File: config.mk
export PLATFORM = sky130hd
export DESIGN_NAME = i2c_scl_gen
export DESIGN_NICKNAME = d
export VERILOG_FILES = /design/src/rtl/i2c_scl_gen_pkg.sv /design/src/rtl/i2c_scl_gen_counter.sv /design/src/rtl/i2c_scl_gen.sv
export SDC_FILE = /design/constraint.sdc
export NUM_CORES = 1
export LEC_CHECK = 0
export BUFFER_PORTS_ARGS = -buffer_cell sky130_fd_sc_hd__buf_2
export CELL_PAD_IN_SITES_DETAIL_PLACEMENT = 1
export CELL_PAD_IN_SITES_GLOBAL_PLACEMENT = 1
export CORE_AREA = 4 4 62 64
export DETAILED_ROUTE_END_ITERATION = 16
export DIE_AREA = 0 0 66 68
export HOLD_SLACK_MARGIN = 0.02
export PLACE_DENSITY = 0.75
export SYNTH_ARGS = -nofsm -noshare
export SYNTH_HDL_FRONTEND = slang
export SYNTH_SLANG_ARGS = --single-unit
File: constraint.sdc
create_clock -name clk -period 2.3 [get_ports clk]
set_input_delay 0.46 -clock clk [delete_from_list [all_inputs] [get_ports clk]]
set_output_delay 0.46 -clock clk [all_outputs]
set_load 0.01 [all_outputs]
File: src/rtl/i2c_scl_gen_pkg.sv
// Shared types and defaults for the I2C SCL generator.
package i2c_scl_gen_pkg;

  // Default width of the prescale value and the quarter counter.
  localparam int PRESC_W_DEF = 8;

  // 3-bit state encoding of the SCL sequencer.
  typedef enum logic [2:0] {
    ST_IDLE    = 3'd0,
    ST_LOW0    = 3'd1,
    ST_LOW1    = 3'd2,
    ST_WAIT_HI = 3'd3,
    ST_HIGH0   = 3'd4,
    ST_HIGH1   = 3'd5
  } scl_state_e;

  // Timed states are the four quarter-phases; IDLE and WAIT_HI hold the counter.
  function automatic logic is_timed(input scl_state_e st);
    return (st == ST_LOW0) || (st == ST_LOW1) || (st == ST_HIGH0) || (st == ST_HIGH1);
  endfunction

endpackage

File: src/rtl/i2c_scl_gen_counter.sv
// Loadable up-counter used to time SCL quarter-phases.
module i2c_scl_gen_counter #(
  parameter int W = 8
) (
  input  logic         clk_i,
  input  logic         rst_i,
  input  logic         load_i,
  input  logic         en_i,
  input  logic [W-1:0] data_i,
  output logic [W-1:0] count_o
);

  logic [W-1:0] count_q;

  // Load has priority over counting; the count holds when not enabled.
  always_ff @(posedge clk_i) begin
    if (rst_i) begin
      count_q <= '0;
    end else if (load_i) begin
      count_q <= data_i;
    end else if (en_i) begin
      count_q <= count_q + 1'b1;
    end
  end

  assign count_o = count_q;

endmodule

File: src/rtl/i2c_scl_gen.sv
// I2C SCL waveform generator with quarter-phase timing strobes.
//
// state    | meaning
// ---------+-------------------------------------------------------
// IDLE     | bus clock released, waiting for start_req
// LOW0     | first quarter of SCL low
// LOW1     | second quarter of SCL low (SDA may change on entry)
// WAIT_HI  | SCL released, waiting for synchronised SCL high (stretch)
// HIGH0    | first quarter of SCL high
// HIGH1    | second quarter of SCL high (SDA sampled on entry)
import i2c_scl_gen_pkg::*;

module i2c_scl_gen #(
  parameter int PRESC_W = PRESC_W_DEF
) (
  input  logic               clk,
  input  logic               asyn_rst,
  input  logic               enable,
  input  logic [PRESC_W-1:0] prescale,
  input  logic               start_req,
  input  logic               stop_req,
  input  logic               scl_in,
  output logic               scl_oe,
  output logic               busy,
  output logic               stretching,
  output logic               tick_change,
  output logic               tick_rise,
  output logic               tick_sample,
  output logic               tick_fall
);

  scl_state_e         state_q, state_d;
  logic               scl_meta_q, scl_sync_q;
  logic               stop_pend_q, stop_pend_d;
  logic [PRESC_W-1:0] p_lat_q, p_lat_d;
  // ticks: [3]=change [2]=rise [1]=sample [0]=fall
  logic [3:0]         ticks_q, ticks_d;
  logic [PRESC_W-1:0] cnt;
  logic               timed;
  logic               qend;
  logic               state_entry;

  assign timed       = is_timed(state_q);
  assign qend        = timed && (cnt == p_lat_q);
  assign state_entry = (state_d != state_q);

  i2c_scl_gen_counter #(.W(PRESC_W)) u_qcnt (
    .clk_i   (clk),
    .rst_i   (asyn_rst),
    .load_i  (state_entry | qend),
    .en_i    (timed),
    .data_i  ('0),
    .count_o (cnt)
  );

  // Two-flop synchroniser for the raw bus level; resets to the idle-high level.
  always_ff @(posedge clk) begin
    if (asyn_rst) begin
      scl_meta_q <= 1'b1;
      scl_sync_q <= 1'b1;
    end else begin
      scl_meta_q <= scl_in;
      scl_sync_q <= scl_meta_q;
    end
  end

  // State, pending stop, latched prescale and strobe registers.
  always_ff @(posedge clk) begin
    if (asyn_rst) begin
      state_q     <= ST_IDLE;
      stop_pend_q <= 1'b0;
      p_lat_q     <= '0;
      ticks_q     <= '0;
    end else begin
      state_q     <= state_d;
      stop_pend_q <= stop_pend_d;
      p_lat_q     <= p_lat_d;
      ticks_q     <= ticks_d;
    end
  end

  // Next-state logic; a stop_req coinciding with the HIGH1 end takes effect at once.
  always_comb begin
    state_d     = state_q;
    stop_pend_d = stop_pend_q;
    p_lat_d     = p_lat_q;
    ticks_d     = 4'b0000;
    if (!enable) begin
      state_d     = ST_IDLE;
      stop_pend_d = 1'b0;
    end else begin
      if ((state_q != ST_IDLE) && stop_req) begin
        stop_pend_d = 1'b1;
      end
      case (state_q)
        ST_IDLE: begin
          if (start_req && !stop_req) begin
            state_d = ST_LOW0;
            p_lat_d = prescale;
          end
        end
        ST_LOW0: begin
          if (qend) begin
            state_d = ST_LOW1;
            ticks_d = 4'b1000;
          end
        end
        ST_LOW1: begin
          if (qend) begin
            state_d = ST_WAIT_HI;
            ticks_d = 4'b0100;
          end
        end
        ST_WAIT_HI: begin
          if (scl_sync_q) begin
            state_d = ST_HIGH0;
          end
        end
        ST_HIGH0: begin
          if (qend) begin
            state_d = ST_HIGH1;
            ticks_d = 4'b0010;
          end
        end
        ST_HIGH1: begin
          if (qend) begin
            if (stop_pend_q || stop_req) begin
              state_d     = ST_IDLE;
              stop_pend_d = 1'b0;
            end else begin
              state_d = ST_LOW0;
              ticks_d = 4'b0001;
            end
          end
        end
        default: begin
          state_d     = ST_IDLE;
          stop_pend_d = 1'b0;
        end
      endcase
    end
  end

  // SCL is pulled low exactly while in the two low quarters.
  assign scl_oe      = (state_q == ST_LOW0) || (state_q == ST_LOW1);
  assign busy        = (state_q != ST_IDLE);
  assign stretching  = (state_q == ST_WAIT_HI) && !scl_sync_q;
  assign tick_change = ticks_q[3];
  assign tick_rise   = ticks_q[2];
  assign tick_sample = ticks_q[1];
  assign tick_fall   = ticks_q[0];

endmodule

# Word level (Yosys, flattened, before mapping)
# Cells that the tools add are included.
[totals]
out_inout_bits = 7
wordCells = 52
reg_bits = 26
input_bits = 14
[op_classes]
n_reduce_logical = 16
muxes = 19
eq_ne = 7
n_addsub = 1
bitwise = 2
[op_table]
columns = ["operator", "n"]
rows = [
  ["$mux W3", 8],
  ["$pmux W3 S6", 1],
  ["$pmux W4 S4", 1],
  ["$add A8 B1 Y8 const B", 1],
  ["$eq A8 B8 Y1", 1],
  ["$eq A3 B2 Y1 const B", 2],
  ["$eq A3 B3 Y1 const B", 2],
  ["$mux W1", 6],
  ["$reduce_or A5 Y1", 1],
  ["$logic_and A1 B1 Y1", 4],
  ["$logic_or A1 B1 Y1", 4],
  ["$mux W4", 1],
  ["$reduce_or A2 Y1", 2],
  ["$eq A3 B1 Y1 const B", 1],
  ["$logic_not A3 Y1", 1],
  ["$ne A3 B3 Y1", 1],
  ["$reduce_and A3 Y1", 1],
  ["$reduce_bool A3 Y1", 1],
  ["$logic_not A1 Y1", 2],
  ["$mux W2", 1],
  ["$pmux W1 S2", 1],
  ["$not A1 Y1", 1],
  ["$or A1 B1 Y1", 1],
]

# Depth between registers and ports, before layout
# Gate-level depths: netlist (run 1).
[depth]
word_depth = 11
mapped_depth = 9
mapped_depth_nobuf = 6

# Modules after synthesis
# From an unflattened synthesis (run 1), not the netlist that was laid out.
[hier_totals]
cells_unflattened = 147
hier_area_um2 = 1341.3
[modules_own_cells]
columns = ["module", "n_inst", "area_per_inst_um2", "seq_area_each_um2", "cells_per_inst"]
rows = [
  ["i2c_scl_gen", 1, 877.1, 360.3, 94],
  ["i2c_scl_gen_counter", 1, 464.2, 160.2, 53],
]

# Worst setup path after synthesis (run 1)
# Ideal clock, no wire load.
[synth_timing]
kind = "reg-to-reg"
startpoint = "register state_q[1]"
endpoint = "register u_qcnt.count_q[1], in the netlist u_qcnt.count_o[1]"
synth_period_minus_slack_ps = 1979
required_time_ps = 2181
slack_ps = 321
arrival_ps = 1861
path_stages_with_launch = 8
setup_ps = 119
path_buffers = 1
path_cell_list = "dfxtp_1 -> buf_2 -> inv_1 -> nor3b_1 -> nor2_2 -> a2111oi_4 -> o22a_4 -> nor3b_2"
[synth_between]
elab_chain_len = 11
elab_cells_between_ends = 21
cone_classes = "eq/ne (6); mux (8); bitwise (1); reduce/logical (6)"
[synth_lines]
columns = ["item", "line", "source"]
rows = [
  ["from (decl)", "i2c_scl_gen.sv:32", "scl_state_e state_q, state_d;"],
  ["from (signal assigned)", "i2c_scl_gen.sv:75", "state_q <= state_d;"],
  ["$eq A3 B1 Y1 or $eq A3 B2 Y1 (tied branches)", "i2c_scl_gen_pkg.sv:19, i2c_scl_gen.sv:95", ""],
  ["$logic_or A1 B1 Y1 (3 in series)", "i2c_scl_gen_pkg.sv:19", "return (st == ST_LOW0) || (st == ST_LOW1) || (st == ST_HIGH0) || (st == ST_HIGH1);"],
  ["$logic_and A1 B1 Y1", "i2c_scl_gen.sv:44", "assign qend = timed && (cnt == p_lat_q);"],
  ["$mux W3 (on tied branches)", "-", ""],
  ["$pmux W3 S6", "i2c_scl_gen.sv:95", "case (state_q)"],
  ["$mux W3", "i2c_scl_gen.sv:88", "if (!enable) begin"],
  ["$ne A3 B3 Y1", "i2c_scl_gen.sv:45", "assign state_entry = (state_d != state_q);"],
  ["$or A1 B1 Y1", "i2c_scl_gen.sv:50", ".load_i (state_entry | qend),"],
  ["$reduce_or A2 Y1 (no line)", "-", ""],
  ["to (signal assigned)", "i2c_scl_gen_counter.sv:20", "count_q <= data_i;"],
  ["to (signal assigned)", "i2c_scl_gen_counter.sv:22", "count_q <= count_q + 1'b1;"],
  ["to (decl)", "i2c_scl_gen_counter.sv:13", "logic [W-1:0] count_q;"],
]
# Several ways; a longest one is shown, not always the timed one.
# A chain may end at the register's enable or synchronous reset.

# Worst setup path in the final report (run 1)
[layout_timing]
startpoint = "register state_q[1]"
endpoint = "output stretching"
[layout_between]
elab_chain_len = 2
[layout_lines]
columns = ["item", "line", "source"]
rows = [
  ["$eq A3 B2 Y1", "i2c_scl_gen.sv:147", "assign stretching = (state_q == ST_WAIT_HI) && !scl_sync_q;"],
  ["$logic_and A1 B1 Y1", "i2c_scl_gen.sv:147", ""],
  ["to (decl)", "i2c_scl_gen.sv:25", "output logic stretching,"],
]
# No other way between the ends.

==> impl_metrics.tcl, run 1 <==
set metrics [dict create \
    grt_start_max_net_pins 15 \
    cts_hold_buffers 0 \
    hold_viol 0 \
    worst_pin_slew_ns 0.508 \
    sequentialPowerShare_pct 56.4 \
    cts.clk_slew.worst_paths_ns 0.14 \
    skew_ns 0.00363 \
    routed_via_density 5.17 \
    switching_power_uw 213 \
    relSlewSlack_pct 66.0 \
    grt_first_pass_wirelength_mm 5.26 \
    fin_nets 183 \
    syn_nets 161 \
    ys.flop_type "dfxtp_1" \
    cts_sinks 26 \
    power_frac_clock_pct 27.8 \
    synthCells 146 \
    grt_usage_pct 15.2 \
    portBuffers 20 \
    synthTopCellsByArea "dfxtp_1 (39%), xnor2_1 (8.6%), mux2i_1 (6.8%), nor2_1 (6.8%), nand2_1 (3.4%)" \
    reg2reg_depth 6 \
    critical_path_arrival_ns 1.68 \
    hold_depth 2 \
    cp_cell_sequence "inv_1 > nor3b_1 > buf_2" \
    stdcell_count 213 \
    ir_drop_v 0.000305 \
    cp.required_ns 1.84 \
    grt_pass1_vias 1181 \
    post-route-util_pct 46.2 \
    finalSetupTns_ns 0 \
    grt_antenna_before_repair 0 \
    intPower_uw 618 \
    syn_area_per_cell_um2 9.11 \
    core_area_um2 3280 \
    die-area_um2 4490 \
    finalCritPeriodShare_pct 93.1 \
    vias 1102 \
    crit_buf_inv 2 \
    worst_hold_startpoint "scl_in" \
    power_density_nw_per_um2 548 \
    whs_endpoint "scl_meta_q$_SDFF_PP1_" \
    async_flop_share_pct 0 \
    maxSlewViolCount 0 \
    fp.dieH_um 68 \
    max_cap_violations 0 \
    globalplace.congestion 0.864 \
    dr.pass1.iters 3 \
    status "completed" \
    dp.cells 209 \
    postCtsSetupBuffers 0 \
    wl_per_cell_um 14.1 \
    initial_core_util_pct 40.5 \
    wl_mm 3.01 \
    cpLargestDelayFamily "flip-flops" \
    clock_path_buffers 2 \
    fin_crit_ns 2.14 \
    p_sw_share_pct 25.7 \
    clkLatencyLatePin_ns 0.32 \
    num_io_pins 21 \
    r2r_end "u_qcnt.count_o[4]$_SDFFE_PP0P_" \
    root_buffer "clkbuf_4" \
    rows 21 \
    hold-worst-slack_ns 0.308 \
    cts_tree "yes" \
    post_cts_resize_count 0 \
    rsz0062_at_grt "no" \
    yosysTopAreaCellShare_pct 39.1 \
    synth-edff-count 0 \
    ys_warn_count 0 \
    die_w_um 66 \
    cts_made_buffers 3 \
    h-tree-depth 1 \
    r2r-start "state_q[1]$_SDFF_PP0_" \
    synth_seq_area_share_pct 39.1 \
    p_comb_share_pct 15.8 \
    rrSetupSlack_ns 0.25 \
    end_kind "primary output" \
    num_antenna_cells 0 \
    synth_top_area_cell "dfxtp_1" \
    cp-start-kind "register" \
    drc 0 \
    max_stage_delay_ns 0.62 \
    post-dp-hpwl_mm 2.44 \
    criticalPathCategory "register to primary output" \
    overflow 0 \
    synthDistinctLibCells 40 \
    synthToLayoutAreaGrowth_pct 14.0 \
    critPathMaxFanout 11 \
    p_leak_nw 0.602 \
    cpMaxStageDelayCell "dfxtp_1" \
    ys_ff_latch 26 \
    setup_viol 0 \
    drive_gt1_share_pct 23.4 \
    syn-cell-area_um2 1330 \
    ant_nets 0 \
    hold_path_class "input port to register" \
    dr.first_iter.drc_count 52 \
    max_freq_mhz 467 \
]
-- power groups by stage --
stage | Clock [mW] | Combinational [mW] | Sequential (mW)
finish | 0.231 | 0.131 | 0.469
global route | 0.262 | 0.146 | 0.471
floorplan | 0 | 0.0993 | 0.475
CTS | 0.242 | 0.133 | 0.470
global placement | 0 | 0.127 | 0.479
detailed placement | 0 | 0.133 | 0.479
-- registers in the layout, indices dropped and copies added (netlist names) --
| name | cells |
|---|---|
| p_lat_q | 8 |
| scl_meta_q | 1 |
| scl_sync_q | 1 |
| state_q | 3 |
| stop_pend_q | 1 |
| ticks_q | 4 |
| u_qcnt.count_o | 8 |
-- worst max path at each step --
stage          depth (start not counted)                  start                        endpoint
2_1_floorplan                          7  state_q[1]$_SDFF_PP0_  u_qcnt.count_o[1]$_SDFFE_PP0P_
3_3_place_gp                           7              start_req  u_qcnt.count_o[1]$_SDFFE_PP0P_
3_5_place_dp                           7              start_req  u_qcnt.count_o[2]$_SDFFE_PP0P_
4_1_cts                                3  state_q[1]$_SDFF_PP0_                      stretching
5_1_grt                                3  state_q[1]$_SDFF_PP0_                      stretching
6_report                               3  state_q[1]$_SDFF_PP0_                      stretching
-- synth_stat cells (2+ instances only) --
library cell  count
dfxtp_1          26
nor2_1           24
xnor2_1          13
nand2_1          12
mux2i_1           9
and3_1            4
nand4_1           4
or2_2             4
buf_2             3
clkbuf_1          3
inv_1             3
nand3_1           3
xor2_1            3
a21oi_1           2
and2_1            2
nor4_1            2
nor4b_1           2
o21a_1            2
o21ai_0           2
o31ai_1           2
or3_1             2
-- kinds of logic after synthesis --
family	count (synthesis)	share of synthesized area (%)
and+or+nand+nor	68	27.3
AOI/OAI and AO/OA	16	11.7
DFF	26	39.1
adders and majority gates	1	0.941
buffers and inverters	10	3.67
muxes	9	6.77
xor gates and xnor gates	16	10.5
-- metrics by stage --
| step | setup WS [ns] | cell area (µm²) | power (mW) |
|---|---|---|---|
| final | 0.159 | 1520 | 0.831 |
| after global routing | 0.0118 | 1520 | 0.879 |
| after CTS | 0.151 | 1520 | 0.845 |
| after detailed placement | 0.125 | 1480 | 0.612 |
| after global placement | 0.161 | 1480 | 0.606 |
| after floorplan | 0.321 | 1330 | 0.575 |
-- cell type report --
type	instances	area [µm²]
fill	411	1770
multi-input combinational	110	761
sequential	26	520
timing repair buffer	24	130
tap	46	57.6
clock buffer	4	36.3
inverter	3	11.3
-- routing by layer --
metal,vias to the layer above,part of all wire [%],GRT usage [%]
li1,547,-,-
met2,19,51,28.3
met3,7,3.7,2.63
met4,0,1.8,6.09
met1,529,43,17.1
met5,-,0,0
-- layout by cell type, fill, tap and decap left out, drive strengths merged, types with 2 or more instances in the layout --
master,n
nor3b,2
mux2i,9
or2,4
nand4,4
o31ai,2
o21ai,2
nor4,2
o21a,2
inv,3
or3,2
nor2,25
a211oi,2
clkbuf,4
buf,24
and2,2
xor2,3
xnor2,13
and3,4
nor4b,2
nand2,12
nand3,3
a21oi,2
dfxtp,26
-- worst register-to-register path, stage by stage (launching register included) --
cell and delay [ns]:
dfxtp_1 0.62, inv_1 0.11, nor3b_1 0.42, nor2_2 0.13, a2111oi_4 0.37, o22a_4 0.25, nor2_1 0.07
Power figures use the tool's default switching activity.
==> run 2, diff against run 1 <==
--- a/config.mk
+++ b/config.mk
@@ -8,11 +8,11 @@
 export BUFFER_PORTS_ARGS = -buffer_cell sky130_fd_sc_hd__buf_2
 export CELL_PAD_IN_SITES_DETAIL_PLACEMENT = 1
 export CELL_PAD_IN_SITES_GLOBAL_PLACEMENT = 1
-export CORE_AREA = 4 4 62 64
+export CORE_AREA = 3 3 61 63
 export DETAILED_ROUTE_END_ITERATION = 16
-export DIE_AREA = 0 0 66 68
+export DIE_AREA = 0 0 64 66
 export HOLD_SLACK_MARGIN = 0.02
-export PLACE_DENSITY = 0.75
+export PLACE_DENSITY_LB_ADDON = 0.1
 export SYNTH_ARGS = -nofsm -noshare
 export SYNTH_HDL_FRONTEND = slang
 export SYNTH_SLANG_ARGS = --single-unit
==> run 2 against run 1 <==
Effect of this change: sequential share of layout area fell by 0.86 points; flip-flop and latch count is the same; clock skew grew 0.0058 ns; via count shrank 2.6%; combinational power grew 4%; largest cell class unchanged.
==> impl_metrics.tcl, run 2 (synthesis results as in run 1) <==
set metrics [dict create \
    worst_pin_slew_ns 0.324 \
    cp_cell_sequence "buf_4 > or3_1 > buf_2" \
    setup_viol 0 \
    clkLatencyLatePin_ns 0.33 \
    h-tree-depth 1 \
    rsz0062_at_grt "no" \
    max_freq_mhz 477 \
    initial_core_util_pct 40.5 \
    post_cts_resize_count 0 \
    power_uw 922 \
    wl_mm 3.15 \
    place_ws_ns 0.211 \
    num_antenna_cells 0 \
    cts_sinks 26 \
    overflow 0 \
    postCtsSetupBuffers 0 \
    max_stage_delay_ns 0.50 \
    vias 1073 \
    p_leak_nw 0.626 \
    end_kind "primary output" \
    critical_path_arrival_ns 1.64 \
    grt_start_max_net_pins 16 \
    clock_path_buffers 2 \
    cts_made_buffers 3 \
    die-area_um2 4220 \
    power_density_nw_per_um2 593 \
    maxSlewViolCount 0 \
    dr.pass1.iters 4 \
    max_cap_violations 0 \
    skew_ns 0.00944 \
    status "completed" \
    cts.clk_slew.worst_paths_ns 0.15 \
    dr.first_iter.drc_count 53 \
    cp-start-kind "register" \
    cts_tree "yes" \
    grt_pass1_vias 1105 \
    cpLargestDelayFamily "simple AND/OR/NAND/NOR gates" \
    finalSetupTns_ns 0 \
    final_cell_mix "dfxtp_1 (26), nor2_1 (24), buf_2 (20)" \
    cp.required_ns 1.84 \
    grt_antenna_before_repair 0 \
    root_buffer "clkbuf_4" \
    cts_hold_buffers 0 \
    synthToLayoutAreaGrowth_pct 16.9 \
    globalplace.congestion 0.839 \
    final_common_cell "dfxtp_1" \
    hold_path_class "input port to register" \
    portBuffers 20 \
    post-dp-hpwl_mm 2.49 \
    fin_crit_ns 2.10 \
    ant_nets 0 \
    critPathMaxFanout 12 \
    core_area_um2 3280 \
    die_w_um 64 \
    grt_usage_pct 16.1 \
    grt_first_pass_wirelength_mm 5.18 \
    fin_nets 186 \
    ir_drop_v 0.000309 \
    drc 0 \
    num_io_pins 21 \
    finalCritPeriodShare_pct 91.2 \
    fp.dieH_um 66 \
    routed_via_density 4.97 \
    fin_ws_ns 0.202 \
    drive_gt1_share_pct 24.7 \
    rows 21 \
    hold_viol 0 \
    relSlewSlack_pct 78.4 \
    criticalPathCategory "register to primary output" \
    crit_buf_inv 2 \
    wl_per_cell_um 14.6 \
    cpMaxStageDelayCell "or3_1" \
]
-- run 2: changes by cell type in the layout (fill, tap and decap cells not counted) --
cell / delta
bufinv_16: +1
clkbuf_8: -1
buf_4: +3
-- run 2: worst paths after layout --
check / from / endpoint / slack [ns] / depth (start not counted)
max: state_q[0]$_SDFF_PP0_ / busy / 0.20 / 3
min: scl_in / scl_meta_q$_SDFF_PP1_ / 0.31 / 2
max reg2reg: state_q[0]$_SDFF_PP0_ / u_qcnt.count_o[7]$_SDFFE_PP0P_ / 0.31 / 7
min reg2reg: scl_meta_q$_SDFF_PP1_ / scl_sync_q$_SDFF_PP1_ / 0.43 / 1
-- run 2: through the flow --
step	instance area (µm²)	cells	utilization [%]	hold slack (ns)
floorplan	1330	146	-	0.389
CTS	1560	216	47.4	0.299
global placement	1500	212	45.8	0.398
global route	1560	216	47.4	0.292
finish	1560	216	47.4	0.308
detailed placement	1500	212	45.8	0.406
-- run 2: area by class of cell --
class                   count  area (µm²)
fillers                   399        1730
multi-input cells         110         761
flip-flops and latches     26         520
repair buffers             27         153
well taps                  46        57.6
clock inverters             1        30.0
clock buffers               3        22.5
inverters                   3        11.3
-- run 2: worst register-to-register path, stage by stage, from the launching register on --
cell and delay, ns:
dfxtp_1 0.40, buf_4 0.21, or3_1 0.50, and2_1 0.28
and4_1 0.23, xor2_1 0.15, nand2_1 0.08, nor2_1 0.08
-- run 2: report_power, final --
part	total, mW	leakage (nW)	internal [mW]	switching, mW
clock network	0.317	0.0279	0.176	0.141
logic	0.136	0.387	0.0632	0.0729
registers	0.469	0.211	0.460	0.00843
total	0.922	0.626	0.700	0.222
-- run 2: layer usage --
metal	up-vias	share of wire (%)	GRT usage, %	wire length, µm
li1	549	-	-	-
met1	510	43	18.1	1370
met2	12	53	29.5	1670
met3	2	2.5	2.72	80
met4	0	1.1	7.01	34
met5	-	0	0	0
==> run 3, diff against run 2 <==
--- a/config.mk
+++ b/config.mk
@@ -8,9 +8,9 @@
 export BUFFER_PORTS_ARGS = -buffer_cell sky130_fd_sc_hd__buf_2
 export CELL_PAD_IN_SITES_DETAIL_PLACEMENT = 1
 export CELL_PAD_IN_SITES_GLOBAL_PLACEMENT = 1
-export CORE_AREA = 3 3 61 63
+export CORE_AREA = 2 2 60 62
 export DETAILED_ROUTE_END_ITERATION = 16
-export DIE_AREA = 0 0 64 66
+export DIE_AREA = 0 0 62 64
 export HOLD_SLACK_MARGIN = 0.02
 export PLACE_DENSITY_LB_ADDON = 0.1
 export SYNTH_ARGS = -nofsm -noshare
==> run 3 against run 2 <==
Effect of this change: via count grew 3.2%; clock skew shrank 0.0075 ns; worst hold slack gained 0.012 ns; power grew 0.61%; cell area is the same; first-iteration DRC count shrank 15%; routed wire length grew 1.4%; critical path type unchanged; highest routed layer unchanged.
==> impl_metrics.tcl, run 3 (synthesis results as in run 1) <==
set metrics [dict create \
    cts.clk_slew.worst_paths_ns 0.15 \
    drive_gt1_share_pct 24.7 \
    status "completed" \
    cts_sinks 26 \
    wl_mm 3.19 \
    rsz0062_at_grt "no" \
    reg2reg_depth 7 \
    maxSlewViolCount 0 \
    wl_per_cell_um 14.8 \
    cts_hold_buffers 0 \
    stdcell_count 216 \
    hold_viol 0 \
    postCtsSetupBuffers 0 \
    intPower_uw 700 \
    fin_crit_ns 2.13 \
    fp.dieH_um 64 \
    rows 21 \
    setup_viol 0 \
    root_buffer "clkbuf_4" \
    end_kind "primary output" \
    post-route-util_pct 47.4 \
    dr.first_iter.drc_count 45 \
    max_cap_violations 0 \
    clkLatencyLatePin_ns 0.32 \
    finalCritPeriodShare_pct 92.5 \
    grt_first_pass_wirelength_mm 5.38 \
    cp-start-kind "register" \
    worst_pin_slew_ns 0.328 \
    num_io_pins 21 \
    critical_path_arrival_ns 1.67 \
    portBuffers 20 \
    overflow 0 \
    finalSetupTns_ns 0 \
    vias 1107 \
    final_cell_mix "dfxtp_1 (26), nor2_1 (24), buf_2 (20)" \
    cts_made_buffers 3 \
    power_density_nw_per_um2 596 \
    ir_drop_v 0.000300 \
    dr.pass1.iters 4 \
    grt_usage_pct 18.2 \
    sequentialPowerShare_pct 50.6 \
    h-tree-depth 1 \
    initial_core_util_pct 40.5 \
    die_w_um 62 \
    hold_path_class "input port to register" \
    globalplace.congestion 0.835 \
    grt_start_max_net_pins 16 \
    criticalPathCategory "register to primary output" \
    post-dp-hpwl_mm 2.47 \
    skew_ns 0.00194 \
    grt_antenna_before_repair 0 \
    grt_pass1_vias 1156 \
    hold_depth 2 \
    core_area_um2 3280 \
    synthToLayoutAreaGrowth_pct 16.9 \
    die-area_um2 3970 \
    clock_path_buffers 2 \
    fin_nets 186 \
    ant_nets 0 \
    relSlewSlack_pct 78.2 \
    p_comb_share_pct 14.8 \
    p_sw_share_pct 24.6 \
    num_antenna_cells 0 \
    cp.required_ns 1.84 \
    p_leak_nw 0.626 \
    max_freq_mhz 470 \
    power_frac_clock_pct 34.6 \
    dp.cells 212 \
    hold-worst-slack_ns 0.320 \
    critPathMaxFanout 12 \
    routed_via_density 5.13 \
    switching_power_uw 228 \
    cts_tree "yes" \
    post_cts_resize_count 0 \
    final_common_cell "dfxtp_1" \
    drc 0 \
]
run 3: power groups by stage:
stage | sequential [mW] | clock [mW] | combinational [mW]
2_1_floorplan | 0.475 | 0 | 0.0993
3_3_place_gp | 0.479 | 0 | 0.132
3_5_place_dp | 0.479 | 0 | 0.138
4_1_cts | 0.470 | 0.329 | 0.139
5_1_grt | 0.471 | 0.357 | 0.152
6_report | 0.469 | 0.321 | 0.138
run 3: worst max-delay path: stages, from the launching register on:
cell	delay (ns)
dfxtp_1	0.41
buf_4	0.21
or3_1	0.51
buf_2	0.21
run 3: final cells by class:
class / count / area [µm²]
fill: 400 / 1730
multi-input combinational: 110 / 761
sequential: 26 / 520
timing repair buffer: 27 / 153
tap: 46 / 57.6
clock inverter: 1 / 30.0
clock buffer: 3 / 22.5
inverter: 3 / 11.3
run 3: final timing paths:
| path | endpoint | slack [ns] | start |
|---|---|---|---|
| setup reg to reg | u_qcnt.count_o[7]$_SDFFE_PP0P_ | 0.26 | state_q[0]$_SDFF_PP0_ |
| hold reg to reg | scl_sync_q$_SDFF_PP1_ | 0.45 | scl_meta_q$_SDFF_PP1_ |
| hold / removal | scl_meta_q$_SDFF_PP1_ | 0.32 | scl_in |
| setup / recovery | busy | 0.17 | state_q[0]$_SDFF_PP0_ |
run 3: metrics by stage:
stage                     power [mW]  area (µm²)  setup WS (ns)
after floorplan                0.575        1330          0.321
after global placement         0.611        1500          0.246
after detailed placement       0.617        1500          0.193
after CTS                      0.937        1560          0.167
after global routing           0.981        1560         0.0914
final                          0.928        1560          0.171
run 3: per-layer routing:
layer | track usage, % | share of wire, %
met4 | 4.79 | 0.72
met5 | 0 | 0
met2 | 32.6 | 53
met1 | 21.8 | 44
met3 | 2.63 | 2.6
